<file path="src/rtl/tcm4671_pkg.sv">
// Shared widths, FSM state encoding and timeout read pattern for the TCM4671 register-access arbiter.
package tcm4671_pkg;

  localparam int TCM_ADDR_W = 7;
  localparam int TCM_DATA_W = 32;

  // Returned as read data when the engine never answers.
  localparam logic [TCM_DATA_W-1:0] TCM_TIMEOUT_DATA = 32'hDEAD_BEEF;

  typedef enum logic [1:0] {
    ST_IDLE  = 2'd0,
    ST_ISSUE = 2'd1,
    ST_WAIT  = 2'd2,
    ST_ACK   = 2'd3
  } tcm_state_e;

endpackage

</file>
<file path="src/rtl/tcm4671_rr_picker.sv">
// Combinational round-robin winner: the first requester at or after (i_last+1) mod NREQ, wrapping.
// Zero latency; o_vld is low when no request is pending.
module tcm4671_rr_picker #(
  parameter int NREQ = 3
) (
  input  logic [NREQ-1:0] i_req,
  input  logic [2:0]      i_last,
  output logic            o_vld,
  output logic [2:0]      o_idx
);

  logic [3:0]      w_cand;
  logic [NREQ-1:0] w_onehot;

  // Scan from the farthest offset down so the nearest offset is written last and wins.
  always_comb begin
    o_vld    = 1'b0;
    o_idx    = i_last;
    w_cand   = '0;
    w_onehot = '0;
    for (int k = NREQ; k >= 1; k--) begin
      w_cand   = ({1'b0, i_last} + 4'(k)) % 4'(NREQ);
      w_onehot = {{(NREQ-1){1'b0}}, 1'b1} << w_cand;
      if (|(i_req & w_onehot)) begin
        o_vld = 1'b1;
        o_idx = w_cand[2:0];
      end
    end
  end

endmodule

</file>
<file path="src/rtl/tcm4671_arbiter.sv">
// Round-robin arbiter sharing one TCM4671 SPI engine: grant -> transmit next cycle, done -> ack next cycle.
// Requesters hold req until ack; `define TCM4671_ARB_TIMEOUT_EN adds a WAIT watchdog that acks with err=1.
module tcm4671_arbiter
  import tcm4671_pkg::*;
#(
  parameter int NREQ           = 3,
  parameter int TIMEOUT_CYCLES = 100_000
) (
  input  logic                            i_clk,
  input  logic                            i_reset,
  input  logic [NREQ-1:0]                 i_req,
  input  logic [NREQ-1:0][TCM_ADDR_W-1:0] i_req_addr,
  input  logic [NREQ-1:0]                 i_req_wr,
  input  logic [NREQ-1:0][TCM_DATA_W-1:0] i_req_wdata,
  output logic [NREQ-1:0]                 o_ack,
  output logic [TCM_DATA_W-1:0]           o_rdata,
  output logic                            o_err,
  output logic                            o_busy,
  output logic [2:0]                      o_gnt_id,
  output logic                            o_transmit,
  output logic [TCM_ADDR_W-1:0]           o_addr,
  output logic                            o_writeNOTread,
  output logic [TCM_DATA_W-1:0]           o_data_in,
  input  logic [TCM_DATA_W-1:0]           i_data_out,
  input  logic                            i_done
);

  tcm_state_e              r_state;
  logic [2:0]              r_gnt_id;
  logic [TCM_ADDR_W-1:0]   r_addr;
  logic                    r_wr;
  logic [TCM_DATA_W-1:0]   r_wdata;
  logic [TCM_DATA_W-1:0]   r_rdata;

  logic                    w_pick_vld;
  logic [2:0]              w_pick_idx;
  logic                    w_grant;
  logic                    w_tmo;

  logic [NREQ:0][TCM_ADDR_W-1:0] w_addr_chain;
  logic [NREQ:0]                 w_wr_chain;
  logic [NREQ:0][TCM_DATA_W-1:0] w_wdata_chain;

  tcm4671_rr_picker #(
    .NREQ (NREQ)
  ) u_picker (
    .i_req  (i_req),
    .i_last (r_gnt_id),
    .o_vld  (w_pick_vld),
    .o_idx  (w_pick_idx)
  );

  assign w_grant = (r_state == ST_IDLE) && w_pick_vld;

  // AND-OR mux of the winner's request fields.
  assign w_addr_chain[0]  = '0;
  assign w_wr_chain[0]    = 1'b0;
  assign w_wdata_chain[0] = '0;
  for (genvar g = 0; g < NREQ; g++) begin : g_sel
    logic w_hit;
    assign w_hit              = (w_pick_idx == 3'(g));
    assign w_addr_chain[g+1]  = w_addr_chain[g]  | ({TCM_ADDR_W{w_hit}} & i_req_addr[g]);
    assign w_wr_chain[g+1]    = w_wr_chain[g]    | (w_hit & i_req_wr[g]);
    assign w_wdata_chain[g+1] = w_wdata_chain[g] | ({TCM_DATA_W{w_hit}} & i_req_wdata[g]);
  end

`ifdef TCM4671_ARB_TIMEOUT_EN
  localparam int CNT_W = $clog2(TIMEOUT_CYCLES + 1);

  logic [CNT_W-1:0] r_cnt;
  logic             r_err;

  assign w_tmo = (r_state == ST_WAIT) && !i_done && (r_cnt == CNT_W'(TIMEOUT_CYCLES - 1));

  // Counter is zeroed in ISSUE so it reads 0 in the first WAIT cycle.
  always_ff @(posedge i_clk) begin
    if (i_reset) begin
      r_cnt <= '0;
      r_err <= 1'b0;
    end else begin
      if (r_state == ST_ISSUE) begin
        r_cnt <= '0;
      end else if (r_state == ST_WAIT) begin
        r_cnt <= r_cnt + CNT_W'(1);
      end
      if (w_grant) begin
        r_err <= 1'b0;
      end else if (w_tmo) begin
        r_err <= 1'b1;
      end
    end
  end

  assign o_err = r_err;
`else
  assign w_tmo = 1'b0;
  assign o_err = 1'b0;
`endif

  always_ff @(posedge i_clk) begin
    if (i_reset) begin
      r_state  <= ST_IDLE;
      r_gnt_id <= 3'(NREQ - 1);
      r_addr   <= '0;
      r_wr     <= 1'b0;
      r_wdata  <= '0;
      r_rdata  <= '0;
    end else begin
      case (r_state)
        ST_IDLE: begin
          if (w_pick_vld) begin
            r_gnt_id <= w_pick_idx;
            r_addr   <= w_addr_chain[NREQ];
            r_wr     <= w_wr_chain[NREQ];
            r_wdata  <= w_wdata_chain[NREQ];
            r_state  <= ST_ISSUE;
          end
        end
        ST_ISSUE: r_state <= ST_WAIT;
        ST_WAIT: begin
          if (i_done) begin
            if (!r_wr) begin
              r_rdata <= i_data_out;
            end
            r_state <= ST_ACK;
          end else if (w_tmo) begin
            r_rdata <= TCM_TIMEOUT_DATA;
            r_state <= ST_ACK;
          end
        end
        ST_ACK:  r_state <= ST_IDLE;
        default: r_state <= ST_IDLE;
      endcase
    end
  end

  always_comb begin
    o_ack = '0;
    if (r_state == ST_ACK) begin
      o_ack = {{(NREQ-1){1'b0}}, 1'b1} << r_gnt_id;
    end
  end

  assign o_busy         = (r_state != ST_IDLE);
  assign o_transmit     = (r_state == ST_ISSUE);
  assign o_gnt_id       = r_gnt_id;
  assign o_rdata        = r_rdata;
  assign o_addr         = r_addr;
  assign o_writeNOTread = r_wr;
  assign o_data_in      = r_wdata;

endmodule

</file>
<file path="config.mk">
export PLATFORM = sky130hd
export DESIGN_NAME = tcm4671_arbiter
export DESIGN_NICKNAME = d
export VERILOG_FILES = /design/src/rtl/tcm4671_pkg.sv /design/src/rtl/tcm4671_rr_picker.sv /design/src/rtl/tcm4671_arbiter.sv
export SDC_FILE = /design/constraint.sdc
export NUM_CORES = 1
export LEC_CHECK = 0
export CORE_MARGIN = 4
export CORE_UTILIZATION = 35
export DETAILED_ROUTE_END_ITERATION = 12
export PLACE_DENSITY = 0.74
export REMOVE_ABC_BUFFERS = 1
export SYNTH_ARGS = -nofsm -noshare
export SYNTH_HDL_FRONTEND = slang
export SYNTH_SLANG_ARGS = --single-unit
</file>
<file path="constraint.sdc">
create_clock -name i_clk -period 4.4 [get_ports i_clk]
set_clock_uncertainty 0.1 [all_clocks]
set_input_delay 0.88 -clock i_clk [delete_from_list [all_inputs] [get_ports i_clk]]
set_output_delay 0.88 -clock i_clk [all_outputs]
set_load 0.005 [all_outputs]
</file>
==> flow_metrics.env, run 1 <==
export IMPL_postSynthRegisterBits=77
export IMPL_ant_nets=0
export IMPL_peakVddDrop_uv=561
export IMPL_critical_path_max_stage_delay_ns=0.50
export IMPL_synthArstFlopShare_pct=0
export IMPL_crit_fanout=20
export IMPL_hp_class="flop to flop"
export IMPL_dieWidth_um=126
export IMPL_core_rowCount=42
export IMPL_clock_latency_ns=0.33
export IMPL_antenna_found_initial=0
export IMPL_grt_ovfl_total=0
export IMPL_worst_ep_arrival_time_ns=4.36
export IMPL_area_growth_from_synthesis_to_layout_pct=64.1
export IMPL_vias=4966
export IMPL_cts_hold_buffers=0
export IMPL_power_dens_cells_mw_per_mm2=723
export IMPL_worst_setup_path_end_kind="flop"
export IMPL_first_pass_grt_wire_length_um=26400
export IMPL_tritoncts_num_sinks=77
export IMPL_routed_via_density=5.14
export IMPL_placed_cells=949
export IMPL_drt_wirelength_per_cell_um=17.6
export IMPL_total_routing_usage_gr_pct=20.4
export IMPL_io_buffer_count=237
export IMPL_synth_edf_count=0
export IMPL_syn_area_per_cell_um2=8.82
export IMPL_drt_pre_antenna_iters=7
export IMPL_final_max_slew_viol_count=0
export IMPL_gpl_final_weighted_congestion=0.866
export IMPL_drc=0
export IMPL_min_period_ns=4.21
export IMPL_synth_yosys_warnings=0
export IMPL_drt_wl_total_um=17000
export IMPL_totalNegativeSetupSlack_ns=0
export IMPL_report_final_setup_viol=0
export IMPL_dpl_hpwl_um=13000
export IMPL_cts_htree_levels=3
export IMPL_fillerInstances=1185
export IMPL_grt_pass1_vias=5189
export IMPL_clock_tree_from_tritoncts="done"
export IMPL_cap_viol_max_count=0
export IMPL_yosys_most_used_dff="sky130_fd_sc_hd__dfxtp_1"
export IMPL_worst_path_max_delay_cell="sky130_fd_sc_hd__o41a_1"
export IMPL_worst_r2r_startpoint="o_gnt_id[0]"
export IMPL_upper_clock_frequency_limit_mhz=237
export IMPL_report_final_hold_viol_count=0
export IMPL_number_of_buffers_on_the_longest_clock_path=2
export IMPL_antenna_diode_count=0
export IMPL_path_cells="inv_1 -> ha_1 -> xor2_2 -> nor2_1 -> ha_1 -> inv_1 -> ha_1 -> o31a_1 -> xnor2_2 -> ha_1 -> buf_4 -> nand2b_1 -> a21oi_1 -> a22o_1 -> o211a_4 -> o41a_1 -> or2_2 -> buf_12 -> o221ai_1"
export IMPL_detail_route_iter0_violations=227
export IMPL_vertical_die_dimension_um=126
export IMPL_min_from="o_rdata[23]"
export IMPL_required_ns=4.54
export IMPL_cpMostUsedCell="sky130_fd_sc_hd__ha_1"
export IMPL_slew_headroom_pct=20.0
export IMPL_core_area_mm2=0.0134
export IMPL_grt_max_degree=42
export IMPL_totalPowerFinal_uw=5750
export IMPL_post_route_non_filler_standard_cell_count=967
export IMPL_synth_seq_area_share_pct=31.8
export IMPL_initial_core_util_pct=36.2
export IMPL_status="complete, no violations"
export IMPL_min_period_over_period_pct=95.8
export IMPL_design_final_nets=969
export IMPL_floorplan_die_area_mm2=0.0158
export IMPL_drive_gt1_share_pct=14.3
export IMPL_leakage_uw=0.00309
export IMPL_post_synth_inst_count=550
export IMPL_worst_setup_path_startpoint="o_gnt_id[0]"
export IMPL_critical_path_class="flop to flop"
export IMPL_start_kind="flop"
export IMPL_worst_slew_pin_slew_ns=1.20
export IMPL_cts_root_buf="sky130_fd_sc_hd__clkbuf_16"
export IMPL_syn_cell_area_mm2=0.00485
export IMPL_ios=239
export IMPL_synth_lib_cells_used_distinct=65
export IMPL_clk_pin_slew_worst_paths_ns=0.06
export IMPL_cts_buffers_inserted=9
## metal layers
metal	part of all wire, %	vias to the layer above	track usage [%]	wire length, um
met2	54	161	37.9	9210
met5	0	-	0	0
met1	38	2367	22.7	6390
met3	6.4	21	5.55	1090
met4	1.6	0	5.99	280
li1	-	2417	-	-
## final timing paths
kind,endpoint,slack [ns],cells past startpoint
worst max-delay path,o_data_in[0],0.19,19
worst min-delay path,o_rdata[23],0.36,2
worst max register to register,o_data_in[0],0.19,19
worst min register to register,o_rdata[23],0.36,2
## flip-flops by register name (all words and copies together) (netlist names)
signal	count
o_data_in	32
o_rdata	32
o_addr	7
o_gnt_id	3
r_state	2
o_writeNOTread	1
## report_power, final
part,switching (uW),internal (uW),total [uW]
Clock,299,517,816
Sequential,68.6,843,911
Combinational,2180,1850,4030
## stage by stage
stage / worst slack [ns] / utilization [%] / area [um^2] / hold WS, ns
3_5_place_dp: -0.260 / 55.7 / 7470 / 0.347
4_1_cts: 0.00680 / 58.6 / 7850 / 0.356
5_1_grt: -0.00666 / 59.4 / 7960 / 0.372
2_1_floorplan: -2.72 / - / 4610 / 0.347
6_report: 0.186 / 59.4 / 7960 / 0.356
3_3_place_gp: 0.0382 / 55.7 / 7470 / 0.341
## placed cells by master, fill, tap and decap left out, types with 2 or more instances in the layout
cell,synthesis,layout
sky130_fd_sc_hd__clkinvlp_4,0,2
sky130_fd_sc_hd__and2_1,4,4
sky130_fd_sc_hd__and3_1,2,2
sky130_fd_sc_hd__o22ai_1,3,3
sky130_fd_sc_hd__dfxtp_2,0,2
sky130_fd_sc_hd__nor2_1,14,14
sky130_fd_sc_hd__inv_1,62,60
sky130_fd_sc_hd__o32ai_1,2,2
sky130_fd_sc_hd__bufinv_16,0,2
sky130_fd_sc_hd__buf_12,0,5
sky130_fd_sc_hd__nor2b_1,4,4
sky130_fd_sc_hd__xnor2_2,0,2
sky130_fd_sc_hd__inv_2,1,3
sky130_fd_sc_hd__a21o_1,3,3
sky130_fd_sc_hd__ha_1,24,23
sky130_fd_sc_hd__nand3_1,48,48
sky130_fd_sc_hd__nand2b_1,4,4
sky130_fd_sc_hd__o221ai_2,39,39
sky130_fd_sc_hd__buf_4,5,20
sky130_fd_sc_hd__clkdlybuf4s50_1,0,237
sky130_fd_sc_hd__o31ai_1,2,2
sky130_fd_sc_hd__a211oi_1,5,3
sky130_fd_sc_hd__nand2_1,73,73
sky130_fd_sc_hd__o31a_1,2,2
sky130_fd_sc_hd__o21a_1,4,4
sky130_fd_sc_hd__o21ai_0,5,4
sky130_fd_sc_hd__clkbuf_16,0,10
sky130_fd_sc_hd__a211oi_2,1,3
sky130_fd_sc_hd__nand4_1,2,2
sky130_fd_sc_hd__dfxtp_1,77,75
sky130_fd_sc_hd__a21oi_1,40,40
sky130_fd_sc_hd__mux2i_1,50,50
## kinds of logic (layout without fill, tap and decap cells)
group                      count (synthesis)  after routing  share of synthesized area (%)
adders and majority gates                 25             25                           6.61
muxes                                     50             50                           10.3
and+or+nand+nor                          162            162                           15.5
xor gates and xnor gates                   5              5                           1.06
other                                      1              1                         0.0773
buffers and inverters                    102            343                           9.83
DFF                                       77             77                           31.8
AOI/OAI and AO/OA                        128            128                           24.8
## cell type report
cell class | instances | area (um^2) | area share (%)
Multi-Input combinational cell | 371 | 2960 | 37.2
Timing Repair Buffer | 264 | 2660 | 33.4
Clock buffer | 10 | 239 | 3.00
Tap cell | 176 | 220 | 2.77
Inverter | 63 | 236 | 2.97
Clock inverter | 6 | 95.1 | 1.20
Sequential cell | 77 | 1540 | 19.4
## critical path, delay by kind of cell, from the launching register on
kind | cells | cell delay, ns
xor gates and xnor gates | 2 | 0.33
buffers and inverters | 4 | 0.48
adders and majority gates | 4 | 0.82
and+or+nand+nor | 3 | 0.58
DFF | 1 | 0.41
AOI/OAI and AO/OA | 6 | 1.39
## Yosys cell counts (2+ instances only)
| cell type | n | area share [%] |
|---|---|---|
| sky130_fd_sc_hd__inv_1 | 62 | 4.8 |
| sky130_fd_sc_hd__nand3_1 | 48 | 5.0 |
| sky130_fd_sc_hd__nor2b_1 | 4 | 0.52 |
| sky130_fd_sc_hd__ha_1 | 24 | 6.2 |
| sky130_fd_sc_hd__o31ai_1 | 2 | 0.31 |
| sky130_fd_sc_hd__o31a_1 | 2 | 0.36 |
| sky130_fd_sc_hd__nand2b_1 | 4 | 0.52 |
| sky130_fd_sc_hd__buf_6 | 9 | 2.1 |
| sky130_fd_sc_hd__o22ai_1 | 3 | 0.39 |
| sky130_fd_sc_hd__o32ai_1 | 2 | 0.36 |
| sky130_fd_sc_hd__nor2_1 | 14 | 1.1 |
| sky130_fd_sc_hd__a21o_1 | 3 | 0.46 |
| sky130_fd_sc_hd__buf_2 | 3 | 0.31 |
| sky130_fd_sc_hd__xnor2_1 | 3 | 0.54 |
| sky130_fd_sc_hd__o221ai_2 | 39 | 12 |
| sky130_fd_sc_hd__dfxtp_1 | 77 | 32 |
| sky130_fd_sc_hd__nor3_1 | 3 | 0.31 |
| sky130_fd_sc_hd__and3_1 | 2 | 0.26 |
| sky130_fd_sc_hd__buf_4 | 5 | 0.77 |
| sky130_fd_sc_hd__nand2_1 | 73 | 5.7 |
| sky130_fd_sc_hd__o21ai_0 | 5 | 0.52 |
| sky130_fd_sc_hd__and2_1 | 4 | 0.52 |
| sky130_fd_sc_hd__mux2i_1 | 50 | 10 |
| sky130_fd_sc_hd__nand4_1 | 2 | 0.26 |
| sky130_fd_sc_hd__a21oi_1 | 40 | 4.1 |
| sky130_fd_sc_hd__clkbuf_1 | 21 | 1.6 |
| sky130_fd_sc_hd__a211oi_1 | 5 | 0.77 |
| sky130_fd_sc_hd__o21a_1 | 4 | 0.62 |
## what timing repair did
item	CTS	global route
endpoints found under the setup margin	41	43
buffers inserted	0	1
cloned	0	1
gates resized for setup	9	16
pin swaps	1	3
No activity file was read; power rests on OpenSTA's default activity.
==> run 2, diff against run 1 <==
--- a/config.mk
+++ b/config.mk
@@ -8,6 +8,7 @@
 export CORE_MARGIN = 4
 export CORE_UTILIZATION = 35
 export DETAILED_ROUTE_END_ITERATION = 12
+export GPL_ROUTABILITY_DRIVEN = 0
 export PLACE_DENSITY = 0.74
 export REMOVE_ABC_BUFFERS = 1
 export SYNTH_ARGS = -nofsm -noshare
==> flow_metrics.env, run 2 (synthesis gave the netlist of run 1 again) <==
export IMPL_vertical_die_dimension_um=126
export IMPL_drt_wirelength_per_cell_um=17.3
export IMPL_grt_setup_unrepaired="true"
export IMPL_vias=5020
export IMPL_min_period_over_period_pct=95.3
export IMPL_mostFrequentLayoutCells="237 x sky130_fd_sc_hd__clkdlybuf4s50_1, 75 x sky130_fd_sc_hd__dfxtp_1, 73 x sky130_fd_sc_hd__nand2_1"
export IMPL_slew_headroom_pct=18.9
export IMPL_grt_max_degree=42
export IMPL_cts_root_buf="sky130_fd_sc_hd__clkbuf_16"
export IMPL_critical_path_class="flop to flop"
export IMPL_crit_fanout=12
export IMPL_area_growth_from_synthesis_to_layout_pct=64.3
export IMPL_leakage_uw=0.00310
export IMPL_drive_gt1_share_pct=15.2
export IMPL_cts_hold_buffers=0
export IMPL_worst_ep_arrival_time_ns=4.30
export IMPL_design_final_nets=974
export IMPL_clk_pin_slew_worst_paths_ns=0.07
export IMPL_dieWidth_um=126
export IMPL_drc=0
export IMPL_antenna_diode_count=0
export IMPL_grt_pass1_vias=5328
export IMPL_first_pass_grt_wire_length_um=26400
export IMPL_ios=239
export IMPL_drt_pre_antenna_iters=4
export IMPL_final_max_slew_viol_count=0
export IMPL_floorplan_die_area_mm2=0.0158
export IMPL_worst_slew_pin_slew_ns=1.21
export IMPL_dpl_hpwl_um=13000
export IMPL_antenna_found_initial=0
export IMPL_number_of_buffers_on_the_longest_clock_path=2
export IMPL_peakVddDrop_uv=805
export IMPL_detail_route_iter0_violations=187
export IMPL_required_ns=4.51
export IMPL_cts_buffers_inserted=9
export IMPL_power_dens_cells_mw_per_mm2=726
export IMPL_total_routing_usage_gr_pct=20.4
export IMPL_upper_clock_frequency_limit_mhz=238
export IMPL_start_kind="flop"
export IMPL_drt_wl_total_um=16800
export IMPL_hp_class="flop to flop"
export IMPL_status="complete, no violations"
export IMPL_cts_htree_levels=3
export IMPL_clock_tree_from_tritoncts="done"
export IMPL_clock_latency_ns=0.33
export IMPL_tritoncts_num_sinks=77
export IMPL_report_final_setup_viol=0
export IMPL_core_area_mm2=0.0134
export IMPL_worst_setup_path_end_kind="flop"
export IMPL_min_period_ns=4.19
export IMPL_layout_commonest_cell="sky130_fd_sc_hd__clkdlybuf4s50_1"
export IMPL_routed_via_density=5.16
export IMPL_core_rowCount=42
export IMPL_utilization_pct=59.5
export IMPL_initial_core_util_pct=36.2
export IMPL_cap_viol_max_count=0
export IMPL_grt_ovfl_total=0
export IMPL_ant_nets=0
export IMPL_io_buffer_count=237
export IMPL_fillerInstances=1138
export IMPL_report_final_hold_viol_count=0
export IMPL_totalPowerFinal_uw=5780
==> run 2: cell types whose count changed in the layout (fill, tap and decap cells not counted), moves of 2 or more <==
cell	change
sky130_fd_sc_hd__buf_4	+4
sky130_fd_sc_hd__mux2i_2	+2
sky130_fd_sc_hd__ha_2	+3
sky130_fd_sc_hd__clkinv_2	+2
sky130_fd_sc_hd__mux2i_1	-3
sky130_fd_sc_hd__ha_1	-3
==> run 2: what timing repair did <==
action / in CTS / in global routing
resized for setup: 11 / 27
cloned: 0 / 1
setup buffers: 0 / 2
endpoints found under the hold margin: 0 / 0
setup endpoints to repair: 40 / 42
pin swaps: 2 / 4
==> run 2: metrics by stage <==
stage	hold WS [ns]	worst slack [ns]	cell area, um^2	setup TNS, ns	instances
floorplan	0.347	-2.72	4610	-110.94	511
global placement	0.341	0.0785	7460	0	953
detailed placement	0.346	-0.131	7460	-3.65	953
CTS	0.355	0.0305	7810	0	969
global route	0.376	-0.0609	7970	-0.785	972
finish	0.355	0.206	7970	0	972
==> run 2: area by class of cell <==
class                   instances  area [um^2]  area share, %
clock buffers                   9          225           2.83
inverters                      63          236           2.97
multi-input cells             371         2970           37.3
clock inverters                 7         73.8          0.927
well taps                     176          220           2.76
flip-flops and latches         77         1540           19.4
repair buffers                269         2700           33.8
==> run 2: worst max-delay path: stages, from the launching register on <==
cell                       delay [ns]
sky130_fd_sc_hd__dfxtp_2         0.35
sky130_fd_sc_hd__inv_2           0.11
sky130_fd_sc_hd__ha_2            0.22
sky130_fd_sc_hd__xor2_2          0.18
sky130_fd_sc_hd__buf_4           0.20
sky130_fd_sc_hd__nand2_1         0.07
sky130_fd_sc_hd__ha_1            0.21
sky130_fd_sc_hd__o31a_1          0.14
sky130_fd_sc_hd__xnor2_2         0.19
sky130_fd_sc_hd__ha_2            0.32
sky130_fd_sc_hd__nand2b_1        0.17
sky130_fd_sc_hd__a211oi_2        0.19
sky130_fd_sc_hd__a22o_1          0.18
sky130_fd_sc_hd__o211a_1         0.19
sky130_fd_sc_hd__nor4_2          0.07
sky130_fd_sc_hd__buf_4           0.16
sky130_fd_sc_hd__a211oi_4        0.27
sky130_fd_sc_hd__buf_4           0.18
sky130_fd_sc_hd__buf_12          0.15
sky130_fd_sc_hd__mux2i_1         0.29
sky130_fd_sc_hd__o221ai_2        0.13
==> run 2: power breakdown <==
part           total [uW]  switching [uW]  internal, uW
clock                 748             307           441
sequential            912            68.7           843
combinational        4120            2200          1930
total                5780            2570          3210
==> run 2: layer usage <==
metal	part of all wire [%]	up-vias	GRT usage, %
met5	0	-	0
li1	-	2424	-
met4	2.6	0	8.23
met1	39	2375	22.5
met2	53	187	37.3
met3	5.8	34	4.83
==> run 2: worst paths after layout <==
kind                            depth (start not counted)        start          end  slack, ns
worst min register to register                          2  o_rdata[23]  o_rdata[23]       0.35
worst max-delay path                                   20  o_gnt_id[1]    o_addr[6]       0.21
worst max register to register                         20  o_gnt_id[1]    o_addr[6]       0.21
worst min-delay path                                    2  o_rdata[23]  o_rdata[23]       0.35
==> run 3, diff against run 2 <==
--- a/config.mk
+++ b/config.mk
@@ -7,6 +7,7 @@
 export LEC_CHECK = 0
 export CORE_MARGIN = 4
 export CORE_UTILIZATION = 35
+export CTS_CLUSTER_DIAMETER = 80
 export DETAILED_ROUTE_END_ITERATION = 12
 export GPL_ROUTABILITY_DRIVEN = 0
 export PLACE_DENSITY = 0.74
==> results of run 3 <==
The final DEF is identical to that of run 2; final timing and power are the same.
